==> src/rtl/lc3_decode.sv <==
// lc3_decode: LC-3 decode stage with fetch alignment and a one-entry stall hold buffer.
// Define LC3_DECODE_ILLEGAL_FLAG_EN to drive illegal_op for unassigned opcodes.
module lc3_decode #(
    parameter int DW = 16
) (
    input  logic          clock,
    input  logic          reset,
    input  logic          instrmem_rd,
    input  logic [DW-1:0] npc,
    input  logic [DW-1:0] instr_dout,
    input  logic          enable_decode,
    input  logic          flush,
    output logic [DW-1:0] IR,
    output logic [DW-1:0] npc_out,
    output logic [5:0]    E_Control,
    output logic [1:0]    W_Control,
    output logic          Mem_Control,
    output logic          dout_valid,
    output logic          ovf_err,
    output logic          illegal_op
);
    localparam logic EMPTY = 1'b0;
    localparam logic HELD  = 1'b1;

    logic          state_q, state_d, rd_q, valid_q, valid_d, ovf_q, ovf_d, m_q, m_d;
    logic [DW-1:0] npc_q, buf_ir_q, buf_npc_q, ir_q, npc_out_q, src_ir, src_npc;
    logic [5:0]    e_q, e_d;
    logic [1:0]    w_q, w_d, alu, pcs1;
    logic [3:0]    op;
    logic          held, load, buf_we, pc_npc, op2;

    always_comb begin
        held    = state_q == HELD;
        load    = !flush && enable_decode && (held || rd_q);
        // Capture into the buffer on a stalled arrival, or refill it while draining.
        buf_we  = !flush && rd_q && (enable_decode == held);
        state_d = flush ? EMPTY :
                  enable_decode ? ((held && rd_q) ? HELD : EMPTY) :
                  ((held || rd_q) ? HELD : EMPTY);
        valid_d = flush ? 1'b0 : enable_decode ? load : valid_q;
        ovf_d   = ovf_q | (!flush && !enable_decode && held && rd_q);
        src_ir  = held ? buf_ir_q : instr_dout;
        src_npc = held ? buf_npc_q : npc_q;
        op      = src_ir[15:12];
        alu     = (op == 4'h5) ? 2'd1 : (op == 4'h9) ? 2'd2 : 2'd0;
        op2     = (op == 4'h1 || op == 4'h5) ? ~src_ir[5] : (op == 4'h9);
        pc_npc  = op inside {4'h0, 4'h2, 4'hA, 4'hE, 4'h3, 4'hB};
        pcs1    = pc_npc ? 2'd1 : (op inside {4'h6, 4'h7}) ? 2'd2 : (op == 4'hC) ? 2'd3 : 2'd0;
        e_d     = {alu, pcs1, pc_npc, op2};
        w_d     = (op inside {4'h2, 4'h6, 4'hA}) ? 2'd1 : (op == 4'hE) ? 2'd2 : 2'd0;
        m_d     = op inside {4'hA, 4'hB};
    end

    always_ff @(posedge clock or negedge reset) begin
        if (!reset) begin
            state_q   <= EMPTY;
            rd_q      <= 1'b0;
            npc_q     <= '0;
            buf_ir_q  <= '0;
            buf_npc_q <= '0;
            ir_q      <= '0;
            npc_out_q <= '0;
            e_q       <= '0;
            w_q       <= '0;
            m_q       <= 1'b0;
            valid_q   <= 1'b0;
            ovf_q     <= 1'b0;
        end else begin
            state_q <= state_d;
            rd_q    <= flush ? 1'b0 : instrmem_rd;
            npc_q   <= npc;
            valid_q <= valid_d;
            ovf_q   <= ovf_d;
            if (buf_we) begin
                buf_ir_q  <= instr_dout;
                buf_npc_q <= npc_q;
            end
            if (load) begin
                ir_q      <= src_ir;
                npc_out_q <= src_npc;
                e_q       <= e_d;
                w_q       <= w_d;
                m_q       <= m_d;
            end
        end
    end

`ifdef LC3_DECODE_ILLEGAL_FLAG_EN
    logic ill_q;

    always_ff @(posedge clock or negedge reset) begin
        if (!reset) ill_q <= 1'b0;
        else if (flush) ill_q <= 1'b0;
        else if (load) ill_q <= op inside {4'h4, 4'h8, 4'hD, 4'hF};
    end

    assign illegal_op = ill_q;
`else
    assign illegal_op = 1'b0;
`endif

    assign IR          = ir_q;
    assign npc_out     = npc_out_q;
    assign E_Control   = e_q;
    assign W_Control   = w_q;
    assign Mem_Control = m_q;
    assign dout_valid  = valid_q;
    assign ovf_err     = ovf_q;
endmodule

==> config.mk <==
export PLATFORM = sky130hd
export DESIGN_NAME = lc3_decode
export DESIGN_NICKNAME = d
export VERILOG_FILES = /design/src/rtl/lc3_decode.sv
export SDC_FILE = /design/constraint.sdc
export NUM_CORES = 1
export LEC_CHECK = 0
export BUFFER_PORTS_ARGS = -buffer_cell sky130_fd_sc_hd__buf_2
export CORE_MARGIN = 5
export CORE_UTILIZATION = 49
export CTS_CLUSTER_SIZE = 28
export DETAILED_ROUTE_END_ITERATION = 6
export GPL_TIMING_DRIVEN = 1
export PLACE_DENSITY = 0.87
export SYNTH_ARGS = -nofsm -noshare
export SYNTH_HDL_FRONTEND = slang
export SYNTH_SLANG_ARGS = --single-unit
==> constraint.sdc <==
create_clock -name clock -period 1.51 [get_ports clock]
set_clock_uncertainty 0.2 [all_clocks]
set_input_delay 0.0755 -clock clock [delete_from_list [all_inputs] [get_ports clock]]
set_output_delay 0.0755 -clock clock [all_outputs]
set_load 0.1 [all_outputs]
==> results of run 1 <==
## through the flow
step | utilization [%] | hold slack (ps) | power (mW) | cell area [um^2]
2_1_floorplan | - | -420 | 5.63 | 4010
3_3_place_gp | 59.8 | -171 | 6.19 | 4670
3_5_place_dp | 59.8 | -171 | 6.29 | 4670
4_1_cts | 70.7 | 119 | 7.92 | 5520
5_1_grt | 73.5 | 141 | 8.39 | 5740
6_report | 73.5 | 152 | 8.08 | 5740
## where the power goes
part / leakage (nW) / internal [mW] / switching, mW / total (mW)
Combinational: 1.49 / 0.955 / 2.42 / 3.37
Clock: 0.0836 / 0.608 / 0.806 / 1.41
Sequential: 1.14 / 2.96 / 0.332 / 3.29
## registers in the layout (all words and copies together) (netlist names)
register and cells:
Mem_Control 1, W_Control 2, IR 16, buf_ir_q 16, ovf_err 1, dout_valid 1
npc_out 16, E_Control 6, buf_npc_q 16, npc_q 16, held 1, rd_q 1
## critical path, stage by stage (launching register included)
cell and delay [ps]:
dfrtp_2 430, buf_12 150, xnor2_4 150, nand3b_4 140, buf_12 190, mux2_4 300
## how the worst max path moves through the flow
stage          startpoint            to  slack (ps)  cells past startpoint
2_1_floorplan        held        IR[10]         -40                      6
3_3_place_gp         held  E_Control[0]        -170                      3
3_5_place_dp         held  E_Control[0]        -250                      3
4_1_cts              held  E_Control[0]        -150                      4
5_1_grt              held  buf_ir_q[14]        -200                      5
6_report             held  buf_npc_q[5]        -160                      5
## layer usage
metal	wire [um]	vias up	share of wire (%)	global-route usage [%]
met5	0	-	0	0
met4	204	0	1.9	6.30
met3	452	21	4.2	4.79
met2	5720	93	53	40.0
met1	4470	1528	41	28.0
li1	-	1383	-	-
## cell usage in the layout (no fill, tap or decap), drive strengths merged
master       Yosys  routed
dlygate4sd3      0      37
o41ai            2       2
xnor2            1       1
mux2i           33      33
and2b            1       1
nor3             2       2
or2              1       1
nand2b           1       1
nand3            2       2
a211oi           2       2
buf             11     124
clkinv           0       3
clkbuf          10      13
a221oi           1       1
nand2            7       7
a31o             1       1
o21ai           71      71
o32a             1       1
nor2             7       7
o31ai            4       4
dfrtp           93      93
nand3b           1       1
nor2b            1       1
nand4            1       1
mux2            35      35
a21oi            3       3
o311ai           1       1
o211ai           1       1
conb             1       1
inv              2       2
## cell families after synthesis
logic type / after synthesis
DFF: 93
buffers and inverters: 23
xor gates and xnor gates: 1
and+or+nand+nor: 24
other: 1
AOI/OAI and AO/OA: 87
muxes: 68
## timing repair
item,4_1_cts,5_1_grt
endpoints found under the setup margin,74,139
endpoints found under the hold margin,151,0
hold buffers,37,0
pin swaps,9,3
gates resized for setup,81,68
gates cloned,6,0
buffers inserted,9,1
## cell type report
type / count / area share [%]
timing repair buffer: 164 / 24.1
clock buffer: 10 / 2.40
clock inverter: 3 / 0.262
tap: 102 / 2.23
multi-input combinational: 181 / 30.2
sequential: 93 / 40.6
inverter: 2 / 0.131
==> impl_metrics.yaml, run 1 <==
status:
  status: "finished, violations left"
  violations: "negative setup slack"
placement:
  gp_congestion: 0.828
  pre_cts_ws_ps: -249
  io_buffers: 79
  place_hpwl_um: 6440
  placed_cells: 489
route:
  wl_um: 10800
  dr.pass1.iters: 4
  wire_per_inst_um: 19.5
  vias_per_cell: 5.45
  route.detailed.drc: 0
  drt_iter0_drc: 168
  vias: 3025
  ant_nets: 0
synth:
  ys_seq_area_share_pct: 58.8
  synth_top_area_cell: "dfrtp_1"
  yosys-top-cells-area: "dfrtp_1 59%, mux2_4 11%, o21ai_0 9.0%, mux2i_1 7.6%, buf_6 1.4%"
  synth-compound-area-share_pct: 12.4
  syn_inst: 297
  synth_edf_count: 0
  synth_adder_area_share_pct: 0
  yosysTopAreaCellShare_pct: 58.8
  yosys_warnings: 0
  synthArstFlopShare_pct: 100
  synthMuxAreaShare_pct: 21.9
  synth_top_family_by_area: "multiplexers"
  synth_nets: 334
  synthSimpleGateAreaFrac_pct: 2.94
  ys_ff_latch: 93
  synthTopCellsByCount: "93 x dfrtp_1, 71 x o21ai_0, 30 x mux2_4, 30 x mux2i_1, 9 x clkbuf_1"
  synth.most_common_cell: "dfrtp_1"
  synth_cell_types: 34
  synth_ff_type: "dfrtp_1"
  avgSynthCellArea_um2: 13.3
  synth_xor_area_share_pct: 0.221
  syn_area_um2: 3960
clocking:
  cts_sinks: 93
  cts_tree: "built"
  clk_latency_ps: 350
  cts_root_buf: "clkbuf_8"
  cts_buffers: 9
  clockBufferDepth: 2
  path_clk_slew_ps: 90
  cts.htree.levels: 3
floorplanning:
  die_w_um: 99.9
  io_pins: 81
  start_util_pct: 50.7
  die_y_um: 99.9
  die-area_um2: 9980
  num_rows: 32
  core_area_um2: 7810
flow_run:
  maxCapViolations: 0
timing:
  setup_ws_ps: -164
  setup_viol_count_final: 62
  period_share_pct: 111
  rsz0062_at_grt: "true"
  hold_viol_final: 0
  tns_ps: -6200
  final_max_slew_viol_count: 0
  period_needed_ps: 1670
  timing.fmax_mhz: 597
global_route:
  grt_pass1_wl_um: 17400
  grt_max_degree: 41
  grt_overflow: 0
  grt_usage_pct: 22.6
  antenna_found_initial: 0
  grt_pass1_vias: 3363
power_and_ir_drop:
  vdd_drop_max_v: 0.000930
  leakagePower_nw: 2.71
  powerDensity_nw_per_um2: 1410
layout:
  regArea_um2: 2330
  final_cells: 555
  area_delta_synth_final_pct: 44.9
  multiInputGateArea_um2: 1730
  drive_above_1_share_pct: 49.0
  antenna_cells: 0
  num-nets-final: 488
  fill_cells: 484
critical_path:
  crit_fanout: 14
  reg2reg_to: "buf_npc_q[5]"
  required_ps: 1550
  cp-end-kind: "register"
  reg2regPathDepth: 5
  crit_type: "reg -> reg"
  r2r-start: "held"
  arrival_ps: 1710
  reg2reg_slack_ps: -160
  start_kind: "register"
hold_path:
  min_path_cells: 4
  hp-start: "flush"
  hp-class: "in -> reg"
  min_to: "buf_ir_q[6]"
No activity file was read; power rests on OpenSTA's default activity.
==> run 2: changes to the inputs <==
--- a/config.mk
+++ b/config.mk
@@ -6,7 +6,7 @@
 export NUM_CORES = 1
 export LEC_CHECK = 0
 export BUFFER_PORTS_ARGS = -buffer_cell sky130_fd_sc_hd__buf_2
-export CORE_MARGIN = 5
+export CORE_MARGIN = 2
 export CORE_UTILIZATION = 49
 export CTS_CLUSTER_SIZE = 28
 export DETAILED_ROUTE_END_ITERATION = 6
==> impl_metrics.yaml, run 2 (same netlist as run 1, synthesis figures left out) <==
critical_path:
  reg2reg_to: "E_Control[3]"
  required_ps: 1590
  arrival_ps: 1750
  crit_end: "E_Control[3]"
  start_kind: "register"
  r2r-start: "held"
  cp-end-kind: "register"
  startpoint: "held"
  crit_fanout: 7
  reg2reg_slack_ps: -160
  reg2regPathDepth: 5
  crit_type: "reg -> reg"
layout:
  area_delta_synth_final_pct: 42.2
  drive_above_1_share_pct: 44.8
  final_cell_mix: "89 x dfrtp_1, 78 x buf_2, 50 x o21ai_0"
  final_cells: 553
  num-nets-final: 483
  antenna_cells: 0
  regArea_um2: 2330
  fin_area_um2: 5630
  final_common_cell: "dfrtp_1"
  fill_cells: 514
  multiInputGateArea_um2: 1650
clocking:
  cts_root_buf: "clkbuf_8"
  clk_latency_ps: 370
  cts_sinks: 93
  cts.htree.levels: 3
  path_clk_slew_ps: 100
  clockBufferDepth: 2
  cts_tree: "built"
  cts_buffers: 9
route:
  wire_per_inst_um: 18.3
  ant_nets: 0
  vias: 2956
  dr.pass1.iters: 6
  route.detailed.drc: 0
  drt_iter0_drc: 182
  wl_um: 10100
  vias_per_cell: 5.35
power_and_ir_drop:
  leakagePower_nw: 2.69
  powerDensity_nw_per_um2: 1480
  sequentialPowerShare_pct: 39.2
  power_switching_share_pct: 42.8
  combPwrFrac_pct: 39.0
  power.internal_mw: 4.75
  p_clk_share_pct: 21.8
  vdd_drop_max_v: 0.000972
  switchingPower_mw: 3.56
timing:
  setup_ws_ps: -163
  final_max_slew_viol_count: 0
  rsz0062_at_grt: "true"
  period_share_pct: 111
  slew_headroom_pct: 66.0
  timing.fmax_mhz: 598
  tightest_slew_ps: 513
  worst_hold_slack_ps: -26.5
  setup_viol_count_final: 69
  period_needed_ps: 1670
  hold_viol_final: 28
global_route:
  grt_pass1_vias: 3127
  antenna_found_initial: 0
  grt_overflow: 0
  grt_usage_pct: 24.1
  grt_max_degree: 47
  grt_pass1_wl_um: 16000
floorplanning:
  start_util_pct: 51.0
  die-area_um2: 8810
  die_y_um: 93.9
  io_pins: 81
  num_rows: 32
  core_area_um2: 7770
  die_w_um: 93.9
placement:
  gp_congestion: 0.849
  placed_cells: 486
  pre_cts_ws_ps: -264
  dpl_cell_area_um2: 4690
  io_buffers: 79
  place_hpwl_um: 5980
flow_run:
  maxCapViolations: 0
status:
  status: "finished, violations left"
  violations: "negative hold slack, negative setup slack"
hold_path:
  hp-class: "in -> async"
[run 2: cell count changes in the layout (fill, tap and decap cells not counted), sizes merged]
| cell | delta |
|---|---|
| buf | -4 |
| clkinv | -1 |
| bufinv | +1 |
| clkinvlp | +1 |
| bufbuf | +1 |
[run 2: power groups by stage]
stage	Clock, mW	Sequential [mW]	Combinational, mW
final	1.81	3.26	3.24
after global placement	0	3.25	2.93
after detailed placement	0	3.28	2.99
after CTS	1.82	3.24	3.16
after floorplan	0	4.93	0.700
after global routing	1.94	3.32	3.37
[run 2: what timing repair did]
action,in CTS,in global routing
hold buffers,36,1
resized for setup,39,20
setup buffers,7,4
endpoints found under the setup margin,74,74
endpoints found under the hold margin,148,1
pin swaps,7,6
gates cloned,2,1
[run 2: how the worst min path moves through the flow]
stage | end | depth (start not counted) | slack (ps) | from
final | buf_npc_q[13] | 2 | -30 | reset
after global routing | npc_q[11] | 2 | 20 | reset
after CTS | dout_valid | 4 | -110 | enable_decode
after detailed placement | npc_q[11] | 1 | -170 | reset
after global placement | npc_q[11] | 1 | -180 | reset
after floorplan | E_Control[0] | 0 | -420 | reset
[run 2: stage by stage]
stage / util (%) / power, mW / setup TNS (ps) / hold slack, ps
after floorplan: - / 5.63 / -2160 / -420
after global placement: 60.3 / 6.19 / -6080 / -178
after detailed placement: 60.3 / 6.27 / -8650 / -170
after CTS: 70.8 / 8.23 / -6240 / -111
after global routing: 72.5 / 8.63 / -11280 / 18.2
final: 72.5 / 8.31 / -7730 / -26.5
[run 2: cell type report]
class / count / area share (%)
clock buffer: 12 / 2.93
clock inverter: 4 / 0.978
tap: 102 / 2.27
multi-input combinational: 181 / 29.3
timing repair buffer: 159 / 22.9
sequential: 93 / 41.4
inverter: 2 / 0.133
[run 2: per-layer routing]
| metal | up-vias | wire, um | global-route usage, % |
|---|---|---|---|
| met3 | 27 | 462 | 3.93 |
| met4 | 0 | 274 | 10.6 |
| met2 | 103 | 5090 | 40.0 |
| li1 | 1362 | - | - |
| met5 | - | 0 | 0 |
| met1 | 1464 | 4280 | 31.2 |
[run 2: worst max-delay path, stage by stage (launching register included)]
cell and delay, ps:
dfrtp_2 390, buf_6 130, buf_12 130, mux2i_4 310
nand3_1 170, a211oi_2 260
==> run 3: changes to the inputs <==
--- a/config.mk
+++ b/config.mk
@@ -7,11 +7,11 @@
 export LEC_CHECK = 0
 export BUFFER_PORTS_ARGS = -buffer_cell sky130_fd_sc_hd__buf_2
 export CORE_MARGIN = 2
-export CORE_UTILIZATION = 49
+export CORE_UTILIZATION = 40
 export CTS_CLUSTER_SIZE = 28
 export DETAILED_ROUTE_END_ITERATION = 6
 export GPL_TIMING_DRIVEN = 1
-export PLACE_DENSITY = 0.87
+export PLACE_DENSITY = 0.76
 export SYNTH_ARGS = -nofsm -noshare
 export SYNTH_HDL_FRONTEND = slang
 export SYNTH_SLANG_ARGS = --single-unit
==> constraint.sdc (replaced) <==
create_clock -name clock -period 1.4 [get_ports clock]
set_clock_uncertainty 0.2 [all_clocks]
set_input_delay 0.07 -clock clock [delete_from_list [all_inputs] [get_ports clock]]
set_output_delay 0.07 -clock clock [all_outputs]
set_load 0.1 [all_outputs]
==> impl_metrics.yaml, run 3 (same netlist as run 1, synthesis figures left out) <==
layout:
  num-nets-final: 480
  drive_above_1_share_pct: 44.2
  final_core_util_pct: 59.2
  fill_cells: 764
  final_cell_mix: "84 x dfrtp_1, 63 x buf_4, 59 x o21ai_0"
  antenna_cells: 0
  fin_area_um2: 5740
  final_cells: 581
  area_delta_synth_final_pct: 44.9
  final_common_cell: "dfrtp_1"
timing:
  final_max_slew_viol_count: 0
  timing.fmax_mhz: 593
  period_needed_ps: 1690
  period_share_pct: 120
  rsz0062_at_grt: "true"
  tns_ps: -16190
  setup_viol_count_final: 74
  hold_viol_final: 22
  setup_ws_ps: -286
  worst_hold_slack_ps: -67.3
route:
  drt_iter0_drc: 85
  vias_per_cell: 4.97
  dr.pass1.iters: 4
  wl_um: 9560
  ant_nets: 0
  vias: 2890
  route.detailed.drc: 0
  wire_per_inst_um: 16.4
critical_path:
  reg2reg_slack_ps: -290
  crit_type: "reg -> reg"
  arrival_ps: 1750
  crit_fanout: 8
  required_ps: 1470
  path_buf_inv: 2
  slowest_delay_ps: 430
  cp-end-kind: "register"
  path_delay_family: "flip-flops"
  crit_slowest_cell: "dfrtp_2"
  crit_chain: "buf_12 > xnor2_4 > nand3b_4 > clkbuf_16 > mux2_4"
  start_kind: "register"
clocking:
  cts_tree: "built"
  cts_root_buf: "clkbuf_8"
  path_clk_slew_ps: 90
  clk_latency_ps: 380
  cts_sinks: 93
  cts.htree.levels: 3
  cts_buffers: 9
  clockBufferDepth: 2
global_route:
  antenna_found_initial: 0
  grt_usage_pct: 18.4
  grt_overflow: 0
  grt_pass1_wl_um: 14500
  grt_pass1_vias: 2871
  grt_max_degree: 42
status:
  status: "finished, violations left"
  violations: "negative hold slack, negative setup slack"
floorplanning:
  die_y_um: 103
  io_pins: 81
  die_w_um: 103
  core_area_um2: 9680
  num_rows: 36
  die-area_um2: 10700
  start_util_pct: 40.9
hold_path:
  hp-class: "in -> async"
placement:
  io_buffers: 79
  placed_cells: 517
  gp_congestion: 0.856
  place_hpwl_um: 5870
  pre_cts_ws_ps: -309
  dpl_cell_area_um2: 4760
power_and_ir_drop:
  vdd_drop_max_v: 0.000836
  total_power_mw: 9.13
  powerDensity_nw_per_um2: 1590
  leakagePower_nw: 2.67
flow_run:
  maxCapViolations: 0
==> run 3: final timing paths <==
check	to	cells after the start	from
max	buf_ir_q[8]	5	held
min	Mem_Control	2	reset
max reg2reg	buf_ir_q[8]	5	held
min reg2reg	buf_npc_q[4]	1	npc_q[4]
max in group asynchronous	held	3	reset
min in group clock	buf_ir_q[12]	4	flush
==> run 3: where the power goes <==
group          internal [mW]  switching, mW  total, mW
sequential              3.20          0.325       3.52
clock                   1.03          0.987       2.01
combinational           1.09           2.50       3.59
==> run 3: repair_timing <==
item                                    in CTS  in global routing
gates resized for setup                     57                 24
endpoints found under the setup margin     116                 74
cloned                                       2                  1
endpoints found under the hold margin      151                 23
pin swaps                                    5                  3
buffers inserted                             7                  1
hold buffers                                36                  1
==> run 3: final cells by class <==
class | instances | area (um^2) | share of cell area, %
flip-flops and latches | 93 | 2340 | 40.8
multi-input cells | 181 | 1590 | 27.8
repair buffers | 156 | 1410 | 24.6
well taps | 133 | 166 | 2.90
clock buffers | 10 | 128 | 2.22
clock inverters | 6 | 93.8 | 1.64
inverters | 2 | 7.51 | 0.131
==> run 3: routing by layer <==
layer	vias to the layer above	part of all wire [%]	GRT usage (%)
met5	-	0	0
met4	0	1.6	5.26
met3	17	4.2	5.04
met2	73	48	30.2
met1	1440	46	24.0
li1	1360	-	-
